$ cat config.mk
export PLATFORM = sky130hd
export DESIGN_NAME = traffic_sensor_conditioner
export DESIGN_NICKNAME = d
export VERILOG_FILES = /design/src/rtl/traffic_pkg.sv /design/src/rtl/sensor_debounce.sv /design/src/rtl/traffic_sensor_conditioner.sv
export SDC_FILE = /design/constraint.sdc
export NUM_CORES = 1
export LEC_CHECK = 0
export ABC_AREA = 1
export ABC_CLOCK_PERIOD_IN_PS = 1250
export CAP_MARGIN = 30
export CORE_MARGIN = 1
export CORE_UTILIZATION = 32
export CTS_BUF_LIST = sky130_fd_sc_hd__clkbuf_2 sky130_fd_sc_hd__clkbuf_4 sky130_fd_sc_hd__clkbuf_8
export CTS_CLUSTER_DIAMETER = 100
export DETAILED_ROUTE_END_ITERATION = 6
export GPL_TIMING_DRIVEN = 0
export MAX_ROUTING_LAYER = met4
export PLACE_DENSITY = 0.54
export SLEW_MARGIN = 20
export SYNTH_ARGS = -nofsm -noshare
export SYNTH_HDL_FRONTEND = slang
export SYNTH_SLANG_ARGS = --single-unit
export TNS_END_PERCENT = 10
$ cat constraint.sdc
create_clock -name CLK -period 1.25 [get_ports CLK]
set_input_delay 0.25 -clock CLK [delete_from_list [all_inputs] [get_ports CLK]]
set_output_delay 0.25 -clock CLK [all_outputs]
set_load 0.005 [all_outputs]
$ cat src/rtl/traffic_pkg.sv
// traffic_pkg: shared parade FSM state type and light encodings for the intersection controller
package traffic_pkg;

    typedef enum logic {PARADE_OFF, PARADE_ON} parade_state_t;

    localparam logic [1:0] LIGHT_GREEN  = 2'd0;
    localparam logic [1:0] LIGHT_YELLOW = 2'd1;
    localparam logic [1:0] LIGHT_RED    = 2'd2;

endpackage

$ cat src/rtl/sensor_debounce.sv
// sensor_debounce: 2-flop synchronizer plus stable-count debounce for one loop detector
module sensor_debounce
    import traffic_pkg::*;
#(
    parameter int DEBOUNCE_CYCLES = 4
) (
    input  logic CLK,
    input  logic reset,
    input  logic raw,
    output logic move
);

    localparam int CW = $clog2(DEBOUNCE_CYCLES + 1);

    logic          s1;
    logic          s2;
    logic [CW-1:0] cnt;

    // synchronize, then toggle move only after DEBOUNCE_CYCLES consecutive differing samples
    always_ff @(posedge CLK or posedge reset) begin
        if (reset) begin
            s1   <= 1'b0;
            s2   <= 1'b0;
            cnt  <= '0;
            move <= 1'b0;
        end else begin
            s1 <= raw;
            s2 <= s1;
            if (s2 == move) begin
                cnt <= '0;
            end else if (cnt >= CW'(DEBOUNCE_CYCLES - 1)) begin
                move <= ~move;
                cnt  <= '0;
            end else begin
                cnt <= cnt + 1'b1;
            end
        end
    end

endmodule

$ cat src/rtl/traffic_sensor_conditioner.sv
// traffic_sensor_conditioner: debounced move_a/move_b and parade-mode M for the light sequencer (optional auto-clear: PARADE_TIMEOUT_EN)
module traffic_sensor_conditioner
    import traffic_pkg::*;
#(
    parameter int DEBOUNCE_CYCLES = 4,
    parameter int PARADE_TIMEOUT  = 1024
) (
    input  logic CLK,
    input  logic reset,
    input  logic raw_a,
    input  logic raw_b,
    input  logic P,
    input  logic R,
    output logic move_a,
    output logic move_b,
    output logic M,
    output logic parade_expired
);

    logic          p1, p2, p_prev;
    logic          r1, r2, r_prev;
    logic          p_rise;
    logic          r_rise;
    logic          timeout;
    parade_state_t state;
    parade_state_t state_n;

    sensor_debounce #(.DEBOUNCE_CYCLES(DEBOUNCE_CYCLES)) u_deb_a (
        .CLK   (CLK),
        .reset (reset),
        .raw   (raw_a),
        .move  (move_a)
    );

    sensor_debounce #(.DEBOUNCE_CYCLES(DEBOUNCE_CYCLES)) u_deb_b (
        .CLK   (CLK),
        .reset (reset),
        .raw   (raw_b),
        .move  (move_b)
    );

    // synchronize buttons and keep one cycle of history for edge detection
    always_ff @(posedge CLK or posedge reset) begin
        if (reset) begin
            p1     <= 1'b0;
            p2     <= 1'b0;
            p_prev <= 1'b0;
            r1     <= 1'b0;
            r2     <= 1'b0;
            r_prev <= 1'b0;
        end else begin
            p1     <= P;
            p2     <= p1;
            p_prev <= p2;
            r1     <= R;
            r2     <= r1;
            r_prev <= r2;
        end
    end

    assign p_rise = p2 & ~p_prev;
    assign r_rise = r2 & ~r_prev;

`ifdef PARADE_TIMEOUT_EN
    localparam int TW = $clog2(PARADE_TIMEOUT);

    logic [TW-1:0] tcnt;

    assign timeout = (state == PARADE_ON) && (tcnt == TW'(PARADE_TIMEOUT - 1));

    // count cycles spent in PARADE_ON; a repeated P press does not restart it
    always_ff @(posedge CLK or posedge reset) begin
        if (reset) begin
            tcnt           <= '0;
            parade_expired <= 1'b0;
        end else begin
            tcnt           <= (state == PARADE_ON && state_n == PARADE_ON) ? tcnt + 1'b1 : '0;
            parade_expired <= timeout && !r_rise;
        end
    end
`else
    logic [31:0] unused_timeout;

    assign unused_timeout = 32'(PARADE_TIMEOUT);
    assign timeout        = 1'b0;
    assign parade_expired = 1'b0;
`endif

    // parade state register
    always_ff @(posedge CLK or posedge reset) begin
        if (reset) state <= PARADE_OFF;
        else       state <= state_n;
    end

    // next state: R beats a simultaneous P; timeout also ends the parade
    always_comb begin
        state_n = state;
        if (state == PARADE_OFF) state_n = (p_rise && !r_rise) ? PARADE_ON : PARADE_OFF;
        else                     state_n = (r_rise || timeout) ? PARADE_OFF : PARADE_ON;
    end

    assign M = (state == PARADE_ON);

endmodule
# After elaboration in Yosys (flattened, before gate mapping)
# Index checks and enable logic that the tools add are counted.
[totals]
in_bits = 6
word_cells = 40
register_bits = 19
out_inout_bits = 4
[op_classes]
bitwise = 8
magnitude_cmp = 2
eq_ne = 2
reduce_logical = 4
addsub = 2
mux = 7
[op_table]
columns = ["operator", "count"]
rows = [
  ["$mux W3", 4],
  ["$add A3 B1 Y3 const B", 2],
  ["$ge A3 B2 Y1 const B", 2],
  ["$not A1 Y1", 6],
  ["$reduce_and A2 Y1", 2],
  ["$mux W1", 3],
  ["$and A1 B1 Y1", 2],
  ["$eq A1 B1 Y1", 2],
  ["$logic_and A1 B1 Y1", 1],
  ["$logic_not A1 Y1", 1],
]

# Longest topological paths before layout
# Gate-level depths: netlist (run 1).
[depth]
depth_word = 6
mapped_depth = 6
mapped_depth_nobuf = 6

# Hierarchy
# From an unflattened synthesis (run 1), not the netlist that was laid out.
[unflattened]
cells_unflattened = 74
hier_area_um2 = 748.2
[modules_own_cells]
columns = ["module", "area_per_inst_um2", "instances", "cells_per_inst", "seq_area_each_um2"]
rows = [
  ["sensor_debounce", 265.3, 2, 29, 150.1],
  ["traffic_sensor_conditioner", 217.7, 1, 16, 175.2],
]

# Least setup slack after synthesis (run 1)
# No wires, ideal clock.
[synth_timing]
path_type = "reg-to-reg"
start = "register u_deb_b.cnt[0]"
end = "register u_deb_b.move"
t_required_ns = 1.133
period_less_slack_ns = 1.129
n_path_buf = 0
setup_slack_ns = 0.121
path_stages_with_launch = 7
arrival_ns = 1.013
setup_ns = 0.117
cell_sequence = "dfrtp_1 -> ha_1 -> ha_1 -> nor2_4 -> nand2_1 -> nand2_1 -> nand2_1"
[synth_via]
elab_chain_cells = 2
[synth_lines]
columns = ["item", "line_no", "rtl"]
rows = [
  ["start, declared", "sensor_debounce.sv:17", "logic [CW-1:0] cnt;"],
  ["start signal, assigned", "sensor_debounce.sv:35", "cnt <= cnt + 1'b1;"],
  ["$ge A3 B2 Y1", "sensor_debounce.sv:31", "end else if (cnt >= CW'(DEBOUNCE_CYCLES - 1)) begin"],
  ["$reduce_and A2 Y1 (no line)", "-", ""],
  ["end signal, assigned", "sensor_debounce.sv:32", "move <= ~move;"],
  ["end, declared", "sensor_debounce.sv:10", "output logic move"],
]
# No other way between the ends.
# A chain may end at the register's enable or synchronous reset.

# Final worst setup path (run 1)
[layout_timing]
start = "register u_deb_a.move"
end = "output move_a"
[layout_rtl]
columns = ["item", "line_no", "rtl"]
rows = [
  ["start, declared", "sensor_debounce.sv:10", ""],
  ["start signal, assigned", "sensor_debounce.sv:32", ""],
  ["end, declared", "traffic_sensor_conditioner.sv:14", "output logic move_a,"],
]
# No word-level cell between the ends.

==> results of run 1 <==
==> kinds of logic after synthesis <==
kind of cell / Yosys count
AND/OR/NAND/NOR: 32
flip-flops: 19
buffers and inverters: 13
adder cells (fa/ha/maj): 4
AO/OA/AOI/OAI: 1
other: 1
==> through the flow <==
step	hold WS (ns)	instances
floorplan	0.201	70
finish	0.356	111
global route	0.364	111
CTS	0.356	111
detailed placement	0.335	105
global placement	0.333	105
==> where the power goes <==
part           leakage (uW)  internal [uW]  switching, uW
clock network     0.0000184            146            173
registers          0.000232            737           77.3
logic              0.000230            259            265
==> worst reg2reg max path, cell delays in order, from the launching register on <==
cell and delay [ns]:
dfrtp_1 0.41, ha_2 0.19, ha_2 0.18, nor2_4 0.14
nand2_1 0.06, nand2_1 0.05, nand2_1 0.04
==> sequential cells by signal, summed over array words and instances (netlist names) <==
register,cells
r_prev,1
u_deb_b.cnt,3
u_deb_b.s1,1
M,1
u_deb_a.s2,1
u_deb_b.s2,1
r1,1
p1,1
u_deb_a.move,1
u_deb_b.move,1
p2,1
r2,1
p_prev,1
u_deb_a.cnt,3
u_deb_a.s1,1
==> cell usage in the layout, fill, tap and decap left out, types with 2 or more instances in the layout <==
| master | n |
|---|---|
| dfrtp_1 | 19 |
| nand2_1 | 15 |
| inv_1 | 12 |
| nor2_1 | 8 |
| nand3_1 | 6 |
| clkdlybuf4s50_1 | 5 |
| ha_2 | 4 |
| clkbuf_4 | 4 |
| buf_4 | 3 |
| dlygate4sd2_1 | 3 |
| nor2_4 | 2 |
==> cell type report <==
| class | count | area (um2) | share of cell area |
|---|---|---|---|
| inverter | 12 | 45.0 | 0.0502 |
| timing repair buffer | 10 | 91.3 | 0.102 |
| sequential | 19 | 475 | 0.530 |
| multi-input combinational | 38 | 214 | 0.238 |
| clock buffer | 4 | 30.0 | 0.0335 |
| tap | 27 | 33.8 | 0.0377 |
| buffer | 1 | 7.51 | 0.00837 |
==> repair_timing <==
| item | 4_1_cts | 5_1_grt |
|---|---|---|
| endpoints found under the setup margin | 3 | 3 |
| gates resized for setup | 3 | 5 |
| cloned | 0 | 0 |
| pin swaps | 0 | 4 |
| setup buffers | 2 | 0 |
==> how the worst max path moves through the flow <==
stage,cells past startpoint,endpoint
final,1,move_a
after global routing,6,u_deb_b.move
after CTS,6,u_deb_a.move
after detailed placement,6,u_deb_a.move
after global placement,6,u_deb_a.move
after floorplan,6,u_deb_b.move
==> per-layer routing <==
metal  wire, um  share of wire  vias to the layer above  GRT usage
li1           -              -                      236          -
met1        453           0.48                      202      0.103
met2        429           0.46                        9      0.128
met5          0              0                        -          -
met4          9         0.0096                        0     0.0143
met3         44          0.047                        2     0.0463
==> out/results.tsv, run 1 <==
stage	metric	value	unit
global_route	first-pass GRT wire length	1530	um
logic_synthesis	Mapped Area	727	um2
global_route	number of global-route vias before repair	379	
setup_path	CP Buf/Inv Count	1	
setup_path	CP top delay family	flip-flops	
die	Die W	49.7	um
logic_synthesis	Yosys cell types	12	
setup_path	delay of the slowest critical-path stage	0.39	ns
die	Initial Utilization	0.356	
final_layout	Fillers	208	
routing	DRT antenna net count	0	
cts	hold buffer count at cts	0	
routing	WL per Instance	8.44	um
logic_synthesis	Avg Inst Size Synth	10.4	um2
setup_path	Worst Setup SP	u_deb_a.move	
cts	clock sinks	19	
routing	DR DRC count	0	
cts	CTS tree	yes	
power	power density over the cells	1850	nW/um2
logic_synthesis	top cells by area, synth	dfrtp_1, nand2_1, ha_1, inv_1, nand3_1	
setup_path	crit path cell chain	dlygate4sd2_1	
setup_path	r2r setup slk	0.08	ns
cts	Inserted Clock Buffers	3	
logic_synthesis	Post-synth EDFFs	0	
logic_synthesis	yosys warns	0	
setup_path	worst path arrival time	0.94	ns
setup_path	Crit. End Element	primary output	
logic_synthesis	most common cell in the netlist	dfrtp_1	
sta	Final Setup Violations	0	
sta	RSZ-0062 raised after global routing	no	
setup_path	Reg2Reg Depth	6	
global_route	largest net degree at the start of global routing	20	
logic_synthesis	Post-Synth Adder-Cell Area	0.0688	
outcome	outcome	complete, no violations	
global_route	gr ovfl total	0	
die	io pins	10	
routing	wirelength, routed	937	um
sta	Worst-Margin Slew	0.691	ns
sta	Fin. Hold Viols	0	
final_layout	Design Area, Final	897	um2
logic_synthesis	Post-Synth Simple-Gate Area	0.193	
setup_path	reg2reg end	u_deb_b.move	
logic_synthesis	area fraction in compound gates after synthesis	0.00688	
sta	Worst Setup Slack, final	0.0567	ns
die	Die Y	49.7	um
logic_synthesis	top-area cell type share of the netlist area	0.654	
setup_path	CP max-delay cell	dfrtp_1	
global_route	initial antenna violation count	0	
setup_path	Crit Path Max Fanout	2	
setup_path	CP required	1.00	ns
routing	DRT Pass-1 Iters	4	
logic_synthesis	Commonest cells post-synth	dfrtp_1, nand2_1, inv_1, nor2_1, nand3_1	
power	Power Total	1660	uW
flow_run	Max Cap Viol	0	
setup_path	CP startpoint kind	register	
power	P_leak	0.000481	uW
placement	Post-DP Area	841	um2
placement	IO Port Bufs	8	
placement	worst slack, placed	0.0335	ns
placement	DP HPWL	656	um
routing	Via Count	449	
cts	H-tree depth	1	
logic_synthesis	Synth Area in XOR/XNOR	0	
final_layout	Area Overhead vs Synth	23.4	%
sta	Worst Clk Skew	0.00277	ns
sta	upper clock frequency limit	838	MHz
worst_hold_path	min-delay worst type	input port to async pin	
routing	DRT iter0 DRCs	3	
sta	post-route clock period utilization	0.955	
die	area of the die	2470	um2
global_route	Tot GR Track Use	0.0856	
final_layout	Finished Core Util	0.439	
logic_synthesis	Primary FF master, synth	dfrtp_1	
logic_synthesis	sequential share of the synthesized area	0.654	
logic_synthesis	FFs w/ async S/R, synth	1.00	
logic_synthesis	post-synth top area cell	dfrtp_1	
power	worst vdd ir	1.00	mV
logic_synthesis	mux contribution to synthesized area	0	
final_layout	share of cells above drive strength 1	0.155	
sta	Final Max Tran Viols	0	
logic_synthesis	main combinational cell family by area after synthesis	simple AND/OR/NAND/NOR gates	
cts	clock buffer depth	2	
sta	TNS Setup	0	ns
die	Site Rows	16	
final_layout	ant diodes	0	
setup_path	crit path kind	register to primary output	
placement	global placement routability congestion	0.711	
logic_synthesis	syn nets	80	
routing	vias per cell	4.05	
final_layout	# nets final	95	
logic_synthesis	Synth Register Bits	19	
sta	fin crit period	1.19	ns
cts	Root Driver	clkbuf_4	
sta	Max transition margin	0.539	
logic_synthesis	Gate Count Post-Synth	70	
cts	Clk Latency, worst-skew pair	0.29	ns
die	Core Footprint	2040	um2
setup_path	Reg2Reg Launch Point	u_deb_b.cnt[0]	
cts	CTS clock-pin slew for the worst setup and hold paths	0.10	ns
No activity file was read; power rests on OpenSTA's default activity.
==> inputs of run 2 (changes only) <==
Settings changed: CORE_UTILIZATION 32 to 55, DONT_BUFFER_PORTS from default to 1, PLACE_DENSITY 0.54 to 0.73.
==> run 2 against run 1 <==
Compared with the run above: total power down 3.5%; fmax down 0.96%; worst hold slack better by 0.0039 ns; routed wire length up 4.4%; critical endpoint is now u_deb_a.move; largest cell class unchanged; worst setup slack worse by 0.012 ns; first-iteration DRC count up 33%.
==> out/results.tsv, run 2 (synthesized netlist as in run 1, its figures left out) <==
stage	metric	value	unit	change
setup_path	CP Buf/Inv Count	0		was 1
cts	Inserted Clock Buffers	3		unchanged
die	Die Y	38.4	um	was 49.7 um
power	clock power share	0.197		was 0.193
final_layout	Post-Layout Cell Count	94		was 111
routing	Via Count	439		was 449
final_layout	Top Registers	u_deb_a.cnt x3, u_deb_b.cnt x3		unchanged
setup_path	crit path kind	register to register		was register to primary output
placement	DP HPWL	653	um	was 656 um
global_route	gr ovfl total	0		unchanged
routing	vias per cell	4.67		was 4.05
sta	Final Max Tran Viols	0		unchanged
die	Site Rows	12		was 16
sta	Max transition margin	0.556		was 0.539
power	power density over the cells	1900	nW/um2	was 1850 nW/um2
power	sw power	512	uW	was 515 uW
power	sw frac	0.321		was 0.311
routing	DR DRC count	0		unchanged
setup_path	CP dominant cell by count	nand2_1		
final_layout	Area Overhead vs Synth	15.8	%	was 23.4%
global_route	initial antenna violation count	0		unchanged
power	Flop pwr share	0.522		was 0.491
final_layout	# nets final	91		was 95
routing	wirelength, routed	978	um	was 937 um
die	area of the die	1470	um2	was 2470 um2
die	Die W	38.4	um	was 49.7 um
sta	RSZ-0062 raised after global routing	yes		was no
sta	upper clock frequency limit	830	MHz	was 838 MHz
sta	Worst Clk Skew	0.00122	ns	was 0.00277 ns
global_route	first-pass GRT wire length	1500	um	was 1530 um
setup_path	CP max-delay cell	dfrtp_1		unchanged
outcome	outcome	complete, no violations		unchanged
setup_path	CP top delay family	flip-flops		unchanged
cts	clock buffer depth	2		unchanged
routing	DRT Pass-1 Iters	2		was 4
cts	CTS tree	yes		unchanged
flow_run	Max Cap Viol	0		unchanged
global_route	Tot GR Track Use	0.164		was 0.0856
global_route	met1 Usage GRT	0.199		was 0.103
setup_path	delay of the slowest critical-path stage	0.40	ns	was 0.39 ns
routing	DRT antenna net count	0		unchanged
sta	final hold slack	0.360	ns	was 0.356 ns
global_route	met2 Use GR	0.254		was 0.128
placement	Placed Instances	84		was 105
cts	CTS clock-pin slew for the worst setup and hold paths	0.10	ns	about the same
setup_path	Worst Setup SP	u_deb_a.cnt[0]		was u_deb_a.move
setup_path	Reg2Reg Launch Point	u_deb_a.cnt[0]		was u_deb_b.cnt[0]
setup_path	Crit. End Element	register		was primary output
routing	WL per Instance	10.4	um	was 8.44 um
final_layout	share of cells above drive strength 1	0.125		was 0.155
sta	Worst-Margin Slew	0.665	ns	was 0.691 ns
sta	fin crit period	1.20	ns	was 1.19 ns
cts	H-tree depth	1		unchanged
power	internal power	1090	uW	was 1140 uW
placement	Post-DP Area	744	um2	was 841 um2
cts	Clk Latency, worst-skew pair	0.28	ns	was 0.29 ns
sta	Fin. Hold Viols	0		unchanged
global_route	busiest grt layer	met2		unchanged
sta	Final Setup Violations	0		unchanged
setup_path	worst path arrival time	1.39	ns	was 0.94 ns
cts	clock sinks	19		unchanged
placement	global placement routability congestion	0.719		was 0.711
final_layout	ant diodes	0		unchanged
worst_hold_path	min-delay worst type	register to register		was input port to async pin
sta	post-route clock period utilization	0.964		was 0.955
placement	IO Port Bufs	0		was 8
global_route	largest net degree at the start of global routing	20		unchanged
final_layout	Design Area, Final	842	um2	was 897 um2
power	worst vdd ir	1.18	mV	was 1.00 mV
setup_path	CP required	1.43	ns	was 1.00 ns
routing	DRT iter0 DRCs	4		was 3
setup_path	Crit Path Max Fanout	4		was 2
power	Power Total	1600	uW	was 1660 uW
global_route	number of global-route vias before repair	389		was 379
power	P_leak	0.000462	uW	was 0.000481 uW
final_layout	most frequent cells in the layout	dfrtp_1, nand2_1, inv_1		unchanged
power	Comb pwr share	0.281		was 0.316
worst_hold_path	hold path startpoint	p1		
die	io pins	10		unchanged
die	Initial Utilization	0.621		was 0.356
setup_path	crit path cell chain	ha_1, ha_1, nor2_4, nand2_1, nand2_1, nand2_1		was dlygate4sd2_1
cts	Root Driver	clkbuf_4		unchanged
global_route	GR Util met3	0.0291		was 0.0463
setup_path	CP startpoint kind	register		unchanged
final_layout	commonest non-fill, non-tap cell in the layout	dfrtp_1		unchanged
die	Core Footprint	1170	um2	was 2040 um2
run 2: cell types whose count changed in the layout (fill, tap and decap cells not counted), sizes merged:
cell	change
dlygate4sd2	-3
dlygate4sd3	+5
buf	-1
clkdlybuf4s50	-5
run 2: timing repair:
| action | in CTS | in global routing |
|---|---|---|
| setup buffers | 0 | 1 |
| hold buffers | 5 | 0 |
| endpoints found under the setup margin | 0 | 5 |
| resized for setup | 0 | 3 |
| hold endpoints to repair | 23 | 0 |
run 2: final cells by class:
| type | instances | area [um2] |
|---|---|---|
| Inverter | 12 | 45.0 |
| Clock buffer | 4 | 30.0 |
| Tap cell | 14 | 17.5 |
| Timing Repair Buffer | 6 | 57.6 |
| Sequential cell | 19 | 475 |
| Fill cell | 85 | 329 |
| Buffer | 1 | 7.51 |
| Multi-Input combinational cell | 38 | 209 |
run 2: final timing paths:
path                                  endpoint  slack, ns  cells past startpoint
worst max-delay path              u_deb_a.move       0.05                      6
worst min-delay path                        p2       0.36                      0
worst max register to register    u_deb_a.move       0.05                      6
worst min register to register              p2       0.36                      0
max in group asynchronous       u_deb_b.cnt[0]       0.34                      2
min in group asynchronous         u_deb_a.move       0.49                      2
run 2: power by group through the flow:
stage	Clock, uW	Combinational, uW	Sequential [uW]
after floorplan	0	338	825
after global placement	0	386	838
final	315	449	834
after global routing	347	528	846
after detailed placement	0	397	845
after CTS	322	414	832
run 2: through the flow:
stage	worst slack, ns	util	setup TNS [ns]
6_report	0.0451	0.719	0
5_1_grt	-0.00749	0.719	-0.00749
4_1_cts	0.0163	0.704	0
3_5_place_dp	0.0262	0.636	0
3_3_place_gp	0.0562	0.636	0
2_1_floorplan	0.121	-	0
run 2: layer usage:
metal / share of wire / wire [um]
met1: 0.44 / 434
met2: 0.50 / 491
met3: 0.042 / 41
met4: 0.011 / 11
met5: 0 / 0
==> inputs of run 3 (changes only) <==
Settings changed: ABC_CLOCK_PERIOD_IN_PS 1250 to 1400.
Clock period 1.25 ns to 1.4 ns, I/O delays scaled along.
==> run 3 against run 2 <==
Compared with the run above: global-route usage decreased by 1.3 points; first-iteration DRC count decreased by 25%; non-clock buffer count is 1 lower; register-to-register slack improved by 0.12 ns; largest power group unchanged; fmax fell by 2.5%; largest cell class unchanged; total power fell by 13%; core utilization down 1.5 points.
==> out/results.tsv, run 3 (synthesized netlist as in run 1, its figures left out) <==
stage	metric	value	unit	change
outcome	outcome	complete, no violations		unchanged
die	Die W	38.4	um	unchanged
final_layout	Finished Core Util	0.704		was 0.719
flow_run	Max Cap Viol	0		unchanged
placement	IO Port Bufs	0		unchanged
final_layout	ant diodes	0		unchanged
setup_path	Crit Path Max Fanout	4		unchanged
routing	Via Count	428		was 439
final_layout	# nets final	90		was 91
routing	DR DRC count	0		unchanged
final_layout	Area Overhead vs Synth	13.4	%	was 15.8%
cts	CTS clock-pin slew for the worst setup and hold paths	0.10	ns	about the same
power	P_leak	0.000459	uW	was 0.000462 uW
sta	Fin. Hold Viols	0		unchanged
sta	fin crit period	1.24	ns	was 1.20 ns
die	area of the die	1470	um2	unchanged
setup_path	CP required	1.58	ns	was 1.43 ns
setup_path	crit path kind	register to register		unchanged
routing	WL per Instance	10.0	um	was 10.4 um
global_route	largest net degree at the start of global routing	20		unchanged
final_layout	Top Registers	u_deb_a.cnt x3, u_deb_b.cnt x3		unchanged
die	io pins	10		unchanged
sta	Worst-Margin Slew	0.673	ns	was 0.665 ns
sta	post-route clock period utilization	0.882		was 0.964
placement	Placed Instances	84		unchanged
global_route	gr ovfl total	0		unchanged
routing	DRT antenna net count	0		unchanged
sta	Final Max Tran Viols	0		unchanged
cts	Root Driver	clkbuf_4		unchanged
power	worst vdd ir	1.01	mV	was 1.18 mV
die	Die Y	38.4	um	unchanged
sta	Max transition margin	0.551		was 0.556
final_layout	share of cells above drive strength 1	0.0886		was 0.125
cts	H-tree depth	1		unchanged
sta	Final Setup Violations	0		unchanged
cts	Inserted Clock Buffers	3		unchanged
cts	clock sinks	19		unchanged
global_route	first-pass GRT wire length	1390	um	was 1500 um
placement	global placement routability congestion	0.719		unchanged
routing	DRT iter0 DRCs	3		was 4
sta	TNS Setup	0	ns	unchanged
sta	RSZ-0062 raised after global routing	no		was yes
cts	post-cts resize count	0		unchanged
setup_path	Crit. End Element	register		unchanged
power	power density over the cells	1680	nW/um2	was 1900 nW/um2
sta	upper clock frequency limit	809	MHz	was 830 MHz
global_route	number of global-route vias before repair	368		was 389
final_layout	most frequent cells in the layout	dfrtp_1, nand2_1, inv_1		unchanged
routing	vias per cell	4.60		was 4.67
die	Core Footprint	1170	um2	unchanged
die	Site Rows	12		unchanged
final_layout	commonest non-fill, non-tap cell in the layout	dfrtp_1		unchanged
routing	wirelength, routed	933	um	was 978 um
cts	Clk Latency, worst-skew pair	0.28	ns	about the same
cts	CTS tree	yes		unchanged
placement	DP HPWL	653	um	unchanged
global_route	Tot GR Track Use	0.151		was 0.164
power	Power Total	1380	uW	was 1600 uW
worst_hold_path	min-delay worst type	register to register		unchanged
setup_path	CP startpoint kind	register		unchanged
routing	DRT Pass-1 Iters	2		unchanged
final_layout	Fillers	89		was 85
final_layout	Design Area, Final	825	um2	was 842 um2
final_layout	Post-Layout Cell Count	93		was 94
cts	clock buffer depth	2		unchanged
placement	Post-DP Area	744	um2	unchanged
die	Initial Utilization	0.621		unchanged
sta	Worst Clk Skew	0.00308	ns	was 0.00122 ns
setup_path	worst path arrival time	1.42	ns	was 1.39 ns
global_route	initial antenna violation count	0		unchanged
## run 3: path summary, 6_finish.rpt
check / startpoint / endpoint / slack, ns / cells after the start
max: u_deb_a.cnt[0] / u_deb_a.move / 0.16 / 6
min: u_deb_a.s1 / u_deb_a.s2 / 0.36 / 0
max reg2reg: u_deb_a.cnt[0] / u_deb_a.move / 0.16 / 6
min reg2reg: u_deb_a.s1 / u_deb_a.s2 / 0.36 / 0
max in group asynchronous: reset / u_deb_b.cnt[2] / 0.40 / 2
min in group asynchronous: reset / u_deb_a.s1 / 0.57 / 2
## run 3: power by group
group | total (uW) | leakage, uW | switching [uW] | internal (uW)
sequential | 742 | 0.000232 | 83.9 | 658
combinational | 364 | 0.000208 | 207 | 157
clock | 279 | 0.0000184 | 149 | 130
## run 3: cell type report
| type | instances | area, um2 | area share |
|---|---|---|---|
| buffer | 1 | 7.51 | 0.00910 |
| timing repair buffer | 5 | 50.0 | 0.0607 |
| inverter | 12 | 45.0 | 0.0546 |
| multi-input combinational | 38 | 199 | 0.241 |
| clock buffer | 4 | 30.0 | 0.0364 |
| sequential | 19 | 475 | 0.577 |
| tap | 14 | 17.5 | 0.0212 |
## run 3: through the flow
stage | hold WS, ns | setup WS (ns)
after floorplan | 0.231 | 0.271
after CTS | 0.00608 | 0.166
after detailed placement | 0.304 | 0.176
after global placement | 0.299 | 0.206
after global routing | 0.378 | 0.0994
final | 0.360 | 0.165
## run 3: worst max-delay path: stages, from the launching register on
cell and delay [ns]:
dfrtp_1 0.41, ha_1 0.20, ha_1 0.18, nor2_2 0.15, nand2_1 0.08, nand2_1 0.07, nand2_1 0.05
## run 3: metal layers
layer	track usage	vias up	wire, um
met5	-	-	0
met4	0.103	0	11
met3	0.0174	2	25
met2	0.229	8	454
met1	0.191	192	441
li1	-	226	-
## run 3: what timing repair did
| action | CTS | global route |
|---|---|---|
| setup buffers | 0 | 0 |
| hold endpoints to repair | 19 | 4 |
| hold buffers | 1 | 4 |
